===== src/rtl/dmem_arbiter.sv =====
// Round-robin arbiter sharing BRAM port A between the core (m0) and the debug loader (m1),
// with a bounded burst allowance and per-master routing of 1-cycle read returns.
module dmem_arbiter #(
   parameter int unsigned ADDR_W    = 16,
   parameter int unsigned DATA_W    = 32,
   parameter int unsigned BURST_MAX = 4
) (
   input  logic              clk_i,
   input  logic              rstn_i,

   input  logic              m0_req_i,
   input  logic [3:0]        m0_we_i,
   input  logic [ADDR_W-1:0] m0_addr_i,
   input  logic [DATA_W-1:0] m0_wdata_i,
   output logic              m0_gnt_o,
   output logic              m0_rvalid_o,
   output logic [DATA_W-1:0] m0_rdata_o,

   input  logic              m1_req_i,
   input  logic [3:0]        m1_we_i,
   input  logic [ADDR_W-1:0] m1_addr_i,
   input  logic [DATA_W-1:0] m1_wdata_i,
   output logic              m1_gnt_o,
   output logic              m1_rvalid_o,
   output logic [DATA_W-1:0] m1_rdata_o,

   output logic [3:0]        mem_we_o,
   output logic [ADDR_W-1:0] mem_addr_o,
   output logic [DATA_W-1:0] mem_din_o,
   input  logic [DATA_W-1:0] mem_dout_i
);

   typedef enum logic {
      OWN_M0 = 1'b0,
      OWN_M1 = 1'b1
   } owner_t;

   localparam logic [3:0] BURST_LIM = 4'(BURST_MAX);
   localparam logic [3:0] BURST_SAT = 4'hF;

   owner_t     owner, owner_nxt, granted;
   logic [3:0] burst_cnt, burst_nxt;
   logic       rvalid0, rvalid1, rvalid0_nxt, rvalid1_nxt;
   logic       gnt0, gnt1;
   logic       acc0, acc1;

   // State register
   always_ff @(posedge clk_i or negedge rstn_i) begin
      if (!rstn_i) begin
         owner     <= OWN_M0;
         burst_cnt <= '0;
         rvalid0   <= 1'b0;
         rvalid1   <= 1'b0;
      end else begin
         owner     <= owner_nxt;
         burst_cnt <= burst_nxt;
         rvalid0   <= rvalid0_nxt;
         rvalid1   <= rvalid1_nxt;
      end
   end

   // Grant selection; grants are forced low while reset is asserted
   always_comb begin
      gnt0 = 1'b0;
      gnt1 = 1'b0;
      if (rstn_i) begin
         case ({m1_req_i, m0_req_i})
            2'b01: gnt0 = 1'b1;
            2'b10: gnt1 = 1'b1;
            2'b11: begin
               if (burst_cnt < BURST_LIM) begin
                  gnt0 = (owner == OWN_M0);
                  gnt1 = (owner == OWN_M1);
               end else begin
                  gnt0 = (owner == OWN_M1);
                  gnt1 = (owner == OWN_M0);
               end
            end
            default: ;
         endcase
      end
   end

   assign acc0 = m0_req_i & gnt0;
   assign acc1 = m1_req_i & gnt1;

   // Next-state: owner/burst tracking and read-return tagging
   always_comb begin
      owner_nxt   = owner;
      burst_nxt   = burst_cnt;
      granted     = acc1 ? OWN_M1 : OWN_M0;
      rvalid0_nxt = acc0 && (m0_we_i == '0);
      rvalid1_nxt = acc1 && (m1_we_i == '0);
      if (acc0 || acc1) begin
         if (granted == owner) begin
            burst_nxt = (burst_cnt == BURST_SAT) ? BURST_SAT : burst_cnt + 4'd1;
         end else begin
            owner_nxt = granted;
            burst_nxt = 4'd1;
         end
      end
   end

   // Outputs: memory request mux and read return routing
   always_comb begin
      mem_we_o   = '0;
      mem_addr_o = '0;
      mem_din_o  = '0;
      if (gnt0) begin
         mem_we_o   = m0_we_i;
         mem_addr_o = m0_addr_i;
         mem_din_o  = m0_wdata_i;
      end else if (gnt1) begin
         mem_we_o   = m1_we_i;
         mem_addr_o = m1_addr_i;
         mem_din_o  = m1_wdata_i;
      end
   end

   assign m0_gnt_o    = gnt0;
   assign m1_gnt_o    = gnt1;
   assign m0_rvalid_o = rvalid0;
   assign m1_rvalid_o = rvalid1;
   assign m0_rdata_o  = mem_dout_i;
   assign m1_rdata_o  = mem_dout_i;

   a_one_grant : assert property (@(posedge clk_i) disable iff (!rstn_i) !(gnt0 && gnt1));
   a_one_rvalid : assert property (@(posedge clk_i) disable iff (!rstn_i) !(rvalid0 && rvalid1));

endmodule


===== config.mk =====
export PLATFORM = sky130hd
export DESIGN_NAME = dmem_arbiter
export DESIGN_NICKNAME = d
export VERILOG_FILES = /design/src/rtl/dmem_arbiter.sv
export SDC_FILE = /design/constraint.sdc
export NUM_CORES = 1
export LEC_CHECK = 0
export ABC_AREA = 1
export BUFFER_PORTS_ARGS = -buffer_cell sky130_fd_sc_hd__buf_2
export CORE_AREA = 8 8 95 97
export CTS_CLUSTER_SIZE = 16
export DETAILED_ROUTE_END_ITERATION = 6
export DIE_AREA = 0 0 103 105
export MAX_ROUTING_LAYER = met4
export PLACE_DENSITY = 0.79
export SYNTH_ARGS = -nofsm -noshare
export SYNTH_HDL_FRONTEND = slang
export SYNTH_SLANG_ARGS = --single-unit

===== constraint.sdc =====
create_clock -name clk_i -period 3.85 [get_ports clk_i]
set_input_delay 0.77 -clock clk_i [delete_from_list [all_inputs] [get_ports clk_i]]
set_output_delay 0.77 -clock clk_i [all_outputs]
set_load 0.05 [all_outputs]

**Word level (Yosys, flattened, before mapping)**

Cells that the tools add are included.

- $add $sub $neg: 1
- Magnitude comparators: 1
- Equal/unequal tests: 5
- Muxes and demuxes: 15
- Bitwise logic cells: 4
- Reductions and logical operators: 6

Operators with widths:

| kind | count |
|---|---|
| $mux 32 | 2 |
| $mux 16 | 2 |
| $mux 4 | 4 |
| $logic_not 4->1 | 2 |
| $mux 1 | 5 |
| $add 4x1->4 const B | 1 |
| $eq 2x2->1 const B | 2 |
| $eq 4x4->1 const B | 1 |
| $lt 4x3->1 const B | 1 |
| $pmux 1 s2 | 2 |
| $and 1x1->1 | 2 |
| $eq 2x1->1 const B | 1 |
| $logic_and 1x1->1 | 2 |
| $not 1->1 | 2 |
| $reduce_and 2->1 | 1 |
| $eq 1x1->1 | 1 |
| $logic_or 1x1->1 | 1 |

- Bits in registers: 7
- Input bits: 140
- Output and inout bits: 120
- Word-level logic and storage cells: 36

**Logic depth before layout (Yosys ltp)**

Gate-level depths: netlist of the first run.

- Depth after elaboration: 9
- Depth in mapped cells: 10
- Gate-level depth less buffers: 9

**Worst setup path after synthesis of the first run**

No wires, ideal clock.

- Kind: in2out
- Start: in rstn_i
- End: out mem_we_o[0]
- Data arrival time: 2068 ps
- Required time: 3080 ps
- Path slack: 1012 ps
- Stages on the path: 4
- Path buffers: 0
- Path through: nand2_1 inv_1 nand2_4 o21ai_0

- Longest elaborated chain between the ends: 3
- Elaborated cells between the ends (all ways): 4
- Those cells by class: 4 x mux

RTL lines:

| element | line | source |
|---|---|---|
| start, declared | 9 | `input logic rstn_i,` |
| $mux 1 | 66 | `if (rstn_i) begin` |
| $mux 4 | 113 | `end else if (gnt1) begin` |
| $mux 4 * | 109 | `if (gnt0) begin` |
| end, declared | 27 | `output logic [3:0] mem_we_o,` |

Every way passes the cells marked *; elsewhere a longest branch is shown, timed or not.

**Final worst setup path of the first run**

- Start: in rstn_i
- End: out mem_din_o[2]

- Longest elaborated chain between the ends: 3
- Elaborated cells between the ends (all ways): 4
- Those cells by class: 4 x mux

RTL lines:

| element | line | source |
|---|---|---|
| $mux 1 | 66 |  |
| $mux 32 | 113 |  |
| $mux 32 * | 109 |  |
| end, declared | 29 | `output logic [DATA_W-1:0] mem_din_o,` |

Marks and branches as above.

==> implementation parameters, run 1 <==
Parameter                              Value

Run status
  Status    finished, final reports clean

CTS
  Setup fix buffers added after clock tree synthesis    0
  Number of hold buffers added after cts    0
  CTS HTree Levels    1
  Count of cells resized by post-cts repair    0
  Number of sinks handled by clock tree synthesis    7
  Clock insertion delay at the later pin of the skew report    roughly 0.23 ns
  Deepest clock path buffer count    2
  CTS Buf Count    3
  Clock transition at the registers of the reported paths    approximately 0.040 ns
  Clock root cell    sky130_fd_sc_hd__clkbuf_8
  CTS tree    done

Timing
  Max-Slew Margin vs Limit    0.545
  Setup slack after layout    ~0.75 ns
  Final setup violation count    0
  RSZ-0062 raised after global routing    no
  Fmax    323 MHz
  Worst clock skew on the final layout    around 0.00070 ns
  Worst-margin pin slew    roughly 0.7 ns
  Pins Over Slew Limit    0
  Final hold violation count    0
  Min cycle time layout    3.10 ns
  Sum of negative setup slack    0 ns
  Hold Worst Slack    roughly 0.42 ns
  Final clock period utilization by the worst path    0.804

Layout
  Area added between synthesis and finish    19.6%
  Summed area of non-filler cells in the final layout    2580 um^2
  Final #Nets    526
  Finished Layout Cells    a little under 500
  # diodes    0
  Final Core Density    0.343
  Fraction of final layout cells sized beyond drive strength 1    0.724

Power and ir drop
  Net Sw Frac    0.628
  Sequential Power Share    0.110
  Total net switching power    between 0.6 and 0.7 mW
  Pwr per Cell Area    between 400 and 500 nW/um^2
  Design internal power    slightly below 0.4 mW
  Share of power burned in the clock network    0.101
  Combinational Power Share    0.789
  Cell leakage power    between 1.5 and 2 nW
  VDD IR-drop max    roughly 0.26 mV
  Overall power after layout    between 1 and 1.5 mW

Yosys
  Synthesized-area fraction occupied by ao, oa, aoi and oai cells    0.0267
  Total nets after synthesis    430
  Post-synthesis simple-gate area fraction    0.581
  Largest family of logic cells by synthesized area    simple AND/OR/NAND/NOR gates
  Xor and xnor area share after synthesis    0
  Area of the mapped netlist    2160 um^2
  Average cell area after synthesis    ~7.5 um^2
  Mux share of post-synthesis cell area    0
  Synth Area in Adders    0.00580
  Distinct cell type count after synthesis    25
  Proportion of synthesized chip area in sequential cells    0.0812
  Warnings, synthesis    0
  Post-Syn Instances    approximately 290
  Number of synthesized register bits    7

Placement
  Post-DP HPWL    a little under 6000 um
  Placed standard-cell area    between 2000 and 3000 um^2
  Pre-CTS setup slack    0.746 ns
  DP Cell Count    between 400 and 500
  Global placer's final weighted congestion    just over 0.8
  Port buffer count    ~160

GRT
  Number of global-route vias before repair    2127
  First-pass GRT wire length    slightly above 10000 um
  Global-route total usage across every layer    0.120
  Maximum number of pins on one net before global-route repair    52
  GR Overflow Total    0
  Number of antenna violations at the first check in global routing    0

Floorplanning
  Die Outline Area    10800 um^2
  DIE HEIGHT    around 110 um
  Chip width    103 um
  Initial Utilization    0.287
  Standard-cell row count    32
  CORE AREA    ~7500 um^2
  Total I/O pin count    260

Route
  Starting DRT DRC Count    38
  Via count    slightly below 2000
  Average wire per cell in the routed design    approximately 14 um
  Residual antenna-violating net count after detailed routing    0
  First-pass iteration count of the detailed router    4
  DR DRC count    0
  Number of vias per cell after detailed routing    between 4 and 5
  Total wirelength of the detailed-routed design    6750 um

Setup path
  Crit path max fanout    51
  Worst setup SP type    input port
  Data required time of the worst path    roughly 3 ns
  WS Path Type    in -> out
  Critical path endpoint category    output pin
  FF-to-FF path depth    9
  Critical path data arrival time    2.33 ns

Run
  # Max-Cap Violations    0

Worst hold path
  Classification of the worst-slack hold path    in -> async
cell usage in the layout (no fill, tap or decap):
cell                         n
sky130_fd_sc_hd__inv_1      10
sky130_fd_sc_hd__or2_2       1
sky130_fd_sc_hd__o211ai_1    1
sky130_fd_sc_hd__o21ai_2     1
sky130_fd_sc_hd__clkbuf_1    1
sky130_fd_sc_hd__nor3_1      1
sky130_fd_sc_hd__nand2_2    52
sky130_fd_sc_hd__or3_1       1
sky130_fd_sc_hd__buf_12      2
sky130_fd_sc_hd__nand2_1    65
sky130_fd_sc_hd__inv_8       1
sky130_fd_sc_hd__buf_2     163
sky130_fd_sc_hd__nor4_1      1
sky130_fd_sc_hd__a21oi_1     2
sky130_fd_sc_hd__clkbuf_8    3
sky130_fd_sc_hd__nand3_4     1
sky130_fd_sc_hd__nor2_1      5
sky130_fd_sc_hd__nand3_1     6
sky130_fd_sc_hd__clkinv_2    1
sky130_fd_sc_hd__dfrtp_1     7
sky130_fd_sc_hd__nand2_4    51
sky130_fd_sc_hd__o21ai_0     3
sky130_fd_sc_hd__o21ai_4     1
sky130_fd_sc_hd__nor2_2      1
sky130_fd_sc_hd__ha_1        1
sky130_fd_sc_hd__nand4_1     2
power groups by stage:
stage                     clock [mW]  combinational (mW)  sequential (mW)
after floorplan                    0               0.832            0.110
after global placement             0               0.817            0.113
after detailed placement           0               0.831            0.115
after CTS                      0.109               0.832            0.114
after global routing           0.113               0.879            0.119
final                          0.105               0.822            0.114
critical path: stages:
cell                       delay [ns]
sky130_fd_sc_hd__buf_2           0.20
sky130_fd_sc_hd__nand2_1         0.10
sky130_fd_sc_hd__inv_1           0.07
sky130_fd_sc_hd__nand2_4         0.10
sky130_fd_sc_hd__clkinv_2        0.51
sky130_fd_sc_hd__nand2_1         0.27
sky130_fd_sc_hd__nand2_2         0.07
sky130_fd_sc_hd__buf_2           0.21
cells in the mapped netlist:
cell type | number | area share
sky130_fd_sc_hd__nor2_1 | 5 | 0.0087
sky130_fd_sc_hd__o21ai_2 | 1 | 0.0041
sky130_fd_sc_hd__ha_1 | 1 | 0.0058
sky130_fd_sc_hd__dfrtp_1 | 7 | 0.081
sky130_fd_sc_hd__inv_8 | 1 | 0.0052
sky130_fd_sc_hd__o21ai_0 | 3 | 0.0070
sky130_fd_sc_hd__nand3_1 | 6 | 0.014
sky130_fd_sc_hd__nand4_1 | 2 | 0.0058
sky130_fd_sc_hd__buf_4 | 64 | 0.22
sky130_fd_sc_hd__nand2_1 | 65 | 0.11
sky130_fd_sc_hd__inv_1 | 10 | 0.017
sky130_fd_sc_hd__o21ai_4 | 1 | 0.0075
sky130_fd_sc_hd__a21oi_1 | 2 | 0.0046
sky130_fd_sc_hd__o211ai_1 | 1 | 0.0035
sky130_fd_sc_hd__nor4_1 | 1 | 0.0029
sky130_fd_sc_hd__nand2_4 | 51 | 0.27
sky130_fd_sc_hd__or3_1 | 1 | 0.0029
sky130_fd_sc_hd__nand3_4 | 1 | 0.0081
sky130_fd_sc_hd__clkinv_2 | 1 | 0.0023
sky130_fd_sc_hd__buf_12 | 5 | 0.046
sky130_fd_sc_hd__or2_2 | 1 | 0.0029
sky130_fd_sc_hd__nor2_2 | 1 | 0.0029
sky130_fd_sc_hd__buf_2 | 5 | 0.012
sky130_fd_sc_hd__nand2_2 | 52 | 0.15
sky130_fd_sc_hd__nor3_1 | 1 | 0.0023
registers in the layout, summed over array words and instances, names as in the netlist:
signal and cells:
m0_rvalid_o 1, m1_rvalid_o 1, burst_cnt 4, owner 1
layer usage:
layer | vias to the layer above | GRT usage | part of all wire
met5 | - | - | 0
met4 | 0 | 0.0507 | 0.025
met3 | 27 | 0.0372 | 0.14
met2 | 96 | 0.220 | 0.51
met1 | 862 | 0.110 | 0.33
li1 | 995 | - | -
layout make-up:
| type | count | area (um^2) |
|---|---|---|
| Fill cell | 808 | 4950 |
| Multi-Input combinational cell | 196 | 1320 |
| Timing Repair Buffer | 165 | 856 |
| Sequential cell | 7 | 175 |
| Tap cell | 102 | 128 |
| Inverter | 12 | 53.8 |
| Clock buffer | 4 | 45.0 |
cells by family (layout without fill, tap and decap cells):
group / count (synthesis) / after routing
AND/OR/NAND/NOR: 187 / 187
AO/OA/AOI/OAI: 8 / 8
flip-flops: 7 / 7
adder cells (fa/ha/maj): 1 / 1
buffers and inverters: 86 / 181
worst paths after layout:
| kind | endpoint | slack, ns | start |
|---|---|---|---|
| min | burst_cnt[0]$_DFFE_PN0P_ | 0.42 | rstn_i |
| min reg2reg | burst_cnt[1]$_DFFE_PN0P_ | 0.51 | burst_cnt[1]$_DFFE_PN0P_ |
| min in group clk_i | burst_cnt[1]$_DFFE_PN0P_ | 0.51 | burst_cnt[1]$_DFFE_PN0P_ |
| max reg2reg | burst_cnt[0]$_DFFE_PN0P_ | 2.55 | burst_cnt[2]$_DFFE_PN0P_ |
| max in group asynchronous | m0_rvalid_o$_DFF_PN0_ | 3.21 | rstn_i |
| max | mem_din_o[2] | 0.75 | rstn_i |
Note: power is estimated with default switching activity, not from simulation.
==> inputs of run 2 (changes only) <==
ABC_AREA = 0   (was 1)
PLACE_DENSITY = 0.72   (was 0.79)
clock period = 2.8 ns   (was 3.85 ns; I/O delays follow)
==> implementation parameters, run 2 <==
Parameter                              Value

Run status
  Status    finished, final reports clean

Setup path
  FF-to-FF path depth    4
  Delay of the slowest cell on the worst path    0.49 ns
  Critical R2R Capture    m1_rvalid_o$_DFF_PN0_
  Worst setup SP type    register
  R2R setup slack    1.17 ns
  Cell Chain, Critical Path    o211a_1 > a211oi_4 > buf_4 > a22o_1 > buf_2
  WS Path Type    reg -> out
  Crit path max fanout    19
  Critical path endpoint category    output pin
  RR Startpoint    burst_cnt[2]$_DFFE_PN0P_
  Cell with the biggest individual delay on the critical path    sky130_fd_sc_hd__dfrtp_1
  Data required time of the worst path    roughly 2.2 ns
  Critical path data arrival time    2.03 ns

Timing
  Final clock period utilization by the worst path    0.926
  Worst clock skew on the final layout    between 0.002 and 0.003 ns
  Fmax    ~390 MHz
  RSZ-0062 raised after global routing    no
  Min cycle time layout    approximately 2.6 ns
  Pins Over Slew Limit    0
  Max-Slew Margin vs Limit    0.766
  Worst-margin pin slew    0.352 ns
  Sum of negative setup slack    0 ns
  Final setup violation count    0
  Final hold violation count    0

Floorplanning
  Initial Utilization    0.202
  DIE HEIGHT    approximately 110 um
  CORE AREA    about 7500 um^2
  Total I/O pin count    260
  Chip width    between 100 and 150 um
  Die Outline Area    10800 um^2
  Standard-cell row count    32

Power and ir drop
  Pwr per Cell Area    approximately 800 nW/um^2
  Design internal power    approximately 0.66 mW
  VDD IR-drop max    around 0.31 mV
  Combinational Power Share    0.786
  Sequential Power Share    0.129
  Cell leakage power    approximately 1.2 nW
  Total net switching power    around 0.98 mW
  Net Sw Frac    0.597
  Share of power burned in the clock network    0.086

Placement
  Post-DP HPWL    about 5600 um
  Port buffer count    163
  Global placer's final weighted congestion    just under 0.8
  DP Cell Count    376

Route
  Total wirelength of the detailed-routed design    roughly 6600 um
  Detailed-routed wire length on met3    645 um
  Starting DRT DRC Count    57
  Total length of routed met2 wires    roughly 3400 um
  First-pass iteration count of the detailed router    4
  Number of vias per cell after detailed routing    between 4 and 5
  Residual antenna-violating net count after detailed routing    0
  Via count    roughly 1700
  Met1 layer wirelength in the final routing    2430 um
  Average wire per cell in the routed design    17.3 um
  DR DRC count    0
  Highest routing layer actually used    met4

Yosys
  Area of the mapped netlist    1520 um^2
  Portion of synthesized cell area occupied by the leading cell type    0.326
  Top cell type by total area after synthesis    sky130_fd_sc_hd__buf_4
  Count of flip-flops with a built-in enable after synthesis    0
  Number of synthesized register bits    7
  Proportion of synthesized chip area in sequential cells    0.115
  Dominant cell by count in the synthesized netlist    sky130_fd_sc_hd__buf_4
  Distinct cell type count after synthesis    33
  Primary flip-flop cell chosen by synthesis mapping    sky130_fd_sc_hd__dfrtp_1
  Fraction of registers with async set or reset after synthesis    1.00
  Commonest cells post-synth    sky130_fd_sc_hd__buf_4, sky130_fd_sc_hd__a22o_1, sky130_fd_sc_hd__buf_2
  Warnings, synthesis    0
  Average cell area after synthesis    a little over 8 um^2
  Cell types occupying the most area after synthesis    sky130_fd_sc_hd__buf_4, sky130_fd_sc_hd__a22o_1, sky130_fd_sc_hd__dfrtp_1
  Post-Syn Instances    between 150 and 200
  Total nets after synthesis    327

Layout
  FILL cells    ~840
  Flip-flop count of the largest register, all copies and words added    4
  Final Core Density    0.274
  Final #Nets    420
  Most common cell after layout, fill and taps aside    sky130_fd_sc_hd__buf_2
  Most frequent cells in the layout    sky130_fd_sc_hd__buf_2, sky130_fd_sc_hd__a22o_1, sky130_fd_sc_hd__dfrtp_1, sky130_fd_sc_hd__buf_12, sky130_fd_sc_hd__nand2_1
  Area added between synthesis and finish    36.1%
  Register name with the most flops    burst_cnt
  # diodes    0
  Fraction of final layout cells sized beyond drive strength 1    0.626
  Finished Layout Cells    between 300 and 400

CTS
  Deepest clock path buffer count    2
  Count of cells resized by post-cts repair    0
  Number of sinks handled by clock tree synthesis    7
  Clock transition at the registers of the reported paths    around 0.040 ns
  CTS HTree Levels    1
  Clock insertion delay at the later pin of the skew report    between 0.2 and 0.25 ns
  Clock root cell    sky130_fd_sc_hd__clkbuf_8
  Setup fix buffers added after clock tree synthesis    0
  Number of hold buffers added after cts    0
  CTS tree    done
  CTS Buf Count    3

Run
  # Max-Cap Violations    0

Worst hold path
  Classification of the worst-slack hold path    in -> async

GRT
  Number of global-route vias before repair    roughly 1800
  Global-route total usage across every layer    0.113
  Maximum number of pins on one net before global-route repair    39
  Number of antenna violations at the first check in global routing    0
  First-pass GRT wire length    9540 um
  GR Overflow Total    0
==> run 2: area by class of cell <==
| cell class | instances | area, um^2 | area share |
|---|---|---|---|
| Clock buffer | 4 | 45.0 | 0.0218 |
| Tap cell | 102 | 128 | 0.0618 |
| Inverter | 2 | 7.51 | 0.00363 |
| Timing Repair Buffer | 167 | 946 | 0.458 |
| Sequential cell | 7 | 175 | 0.0848 |
| Multi-Input combinational cell | 98 | 764 | 0.370 |
==> run 2: kinds of logic after synthesis <==
kind of cell | after synthesis | share of synthesized area
AOI/OAI and AO/OA | 70 | 0.386
xor gates and xnor gates | 1 | 0.00577
adders and majority gates | 1 | 0.00824
buffers and inverters | 81 | 0.386
DFF | 7 | 0.115
muxes | 1 | 0.00660
and+or+nand+nor | 25 | 0.0923
==> run 2: stage by stage <==
stage | hold slack, ns | total power [mW] | worst slack [ns] | cell area (um^2)
5_1_grt | 0.226 | 1.74 | 0.103 | 2070
4_1_cts | 0.209 | 1.66 | 0.192 | 2070
3_3_place_gp | 0.444 | 1.49 | 0.332 | 2020
2_1_floorplan | 0.264 | 1.41 | 0.298 | 1520
6_report | 0.209 | 1.65 | 0.209 | 2070
3_5_place_dp | 0.452 | 1.51 | 0.280 | 2020
==> run 2: how the worst max path moves through the flow <==
| stage | slack [ns] | startpoint | end |
|---|---|---|---|
| floorplan | 0.30 | m1_req_i | mem_din_o[26] |
| global placement | 0.33 | rstn_i | mem_din_o[24] |
| detailed placement | 0.28 | rstn_i | mem_din_o[18] |
| CTS | 0.19 | burst_cnt[2]$_DFFE_PN0P_ | mem_din_o[18] |
| global route | 0.10 | burst_cnt[2]$_DFFE_PN0P_ | mem_din_o[25] |
| finish | 0.21 | burst_cnt[2]$_DFFE_PN0P_ | mem_din_o[18] |
==> run 2: power by group through the flow <==
stage | combinational [mW] | clock, mW | sequential (mW)
CTS | 1.31 | 0.147 | 0.210
global route | 1.37 | 0.151 | 0.222
floorplan | 1.26 | 0 | 0.156
finish | 1.29 | 0.141 | 0.212
detailed placement | 1.30 | 0 | 0.212
global placement | 1.28 | 0 | 0.209
==> run 2: routing by layer <==
metal  global-route usage  vias to the layer above
met5                    -                        -
met4               0.0352                        0
li1                     -                      804
met3               0.0292                       17
met2                0.201                      128
met1                0.117                      768
==> run 2: critical path, delay by kind of cell (launching register included) <==
family	cells	cell delay, ns
flip-flops	1	0.49
buffers and inverters	2	0.55
AO/OA/AOI/OAI	3	0.75
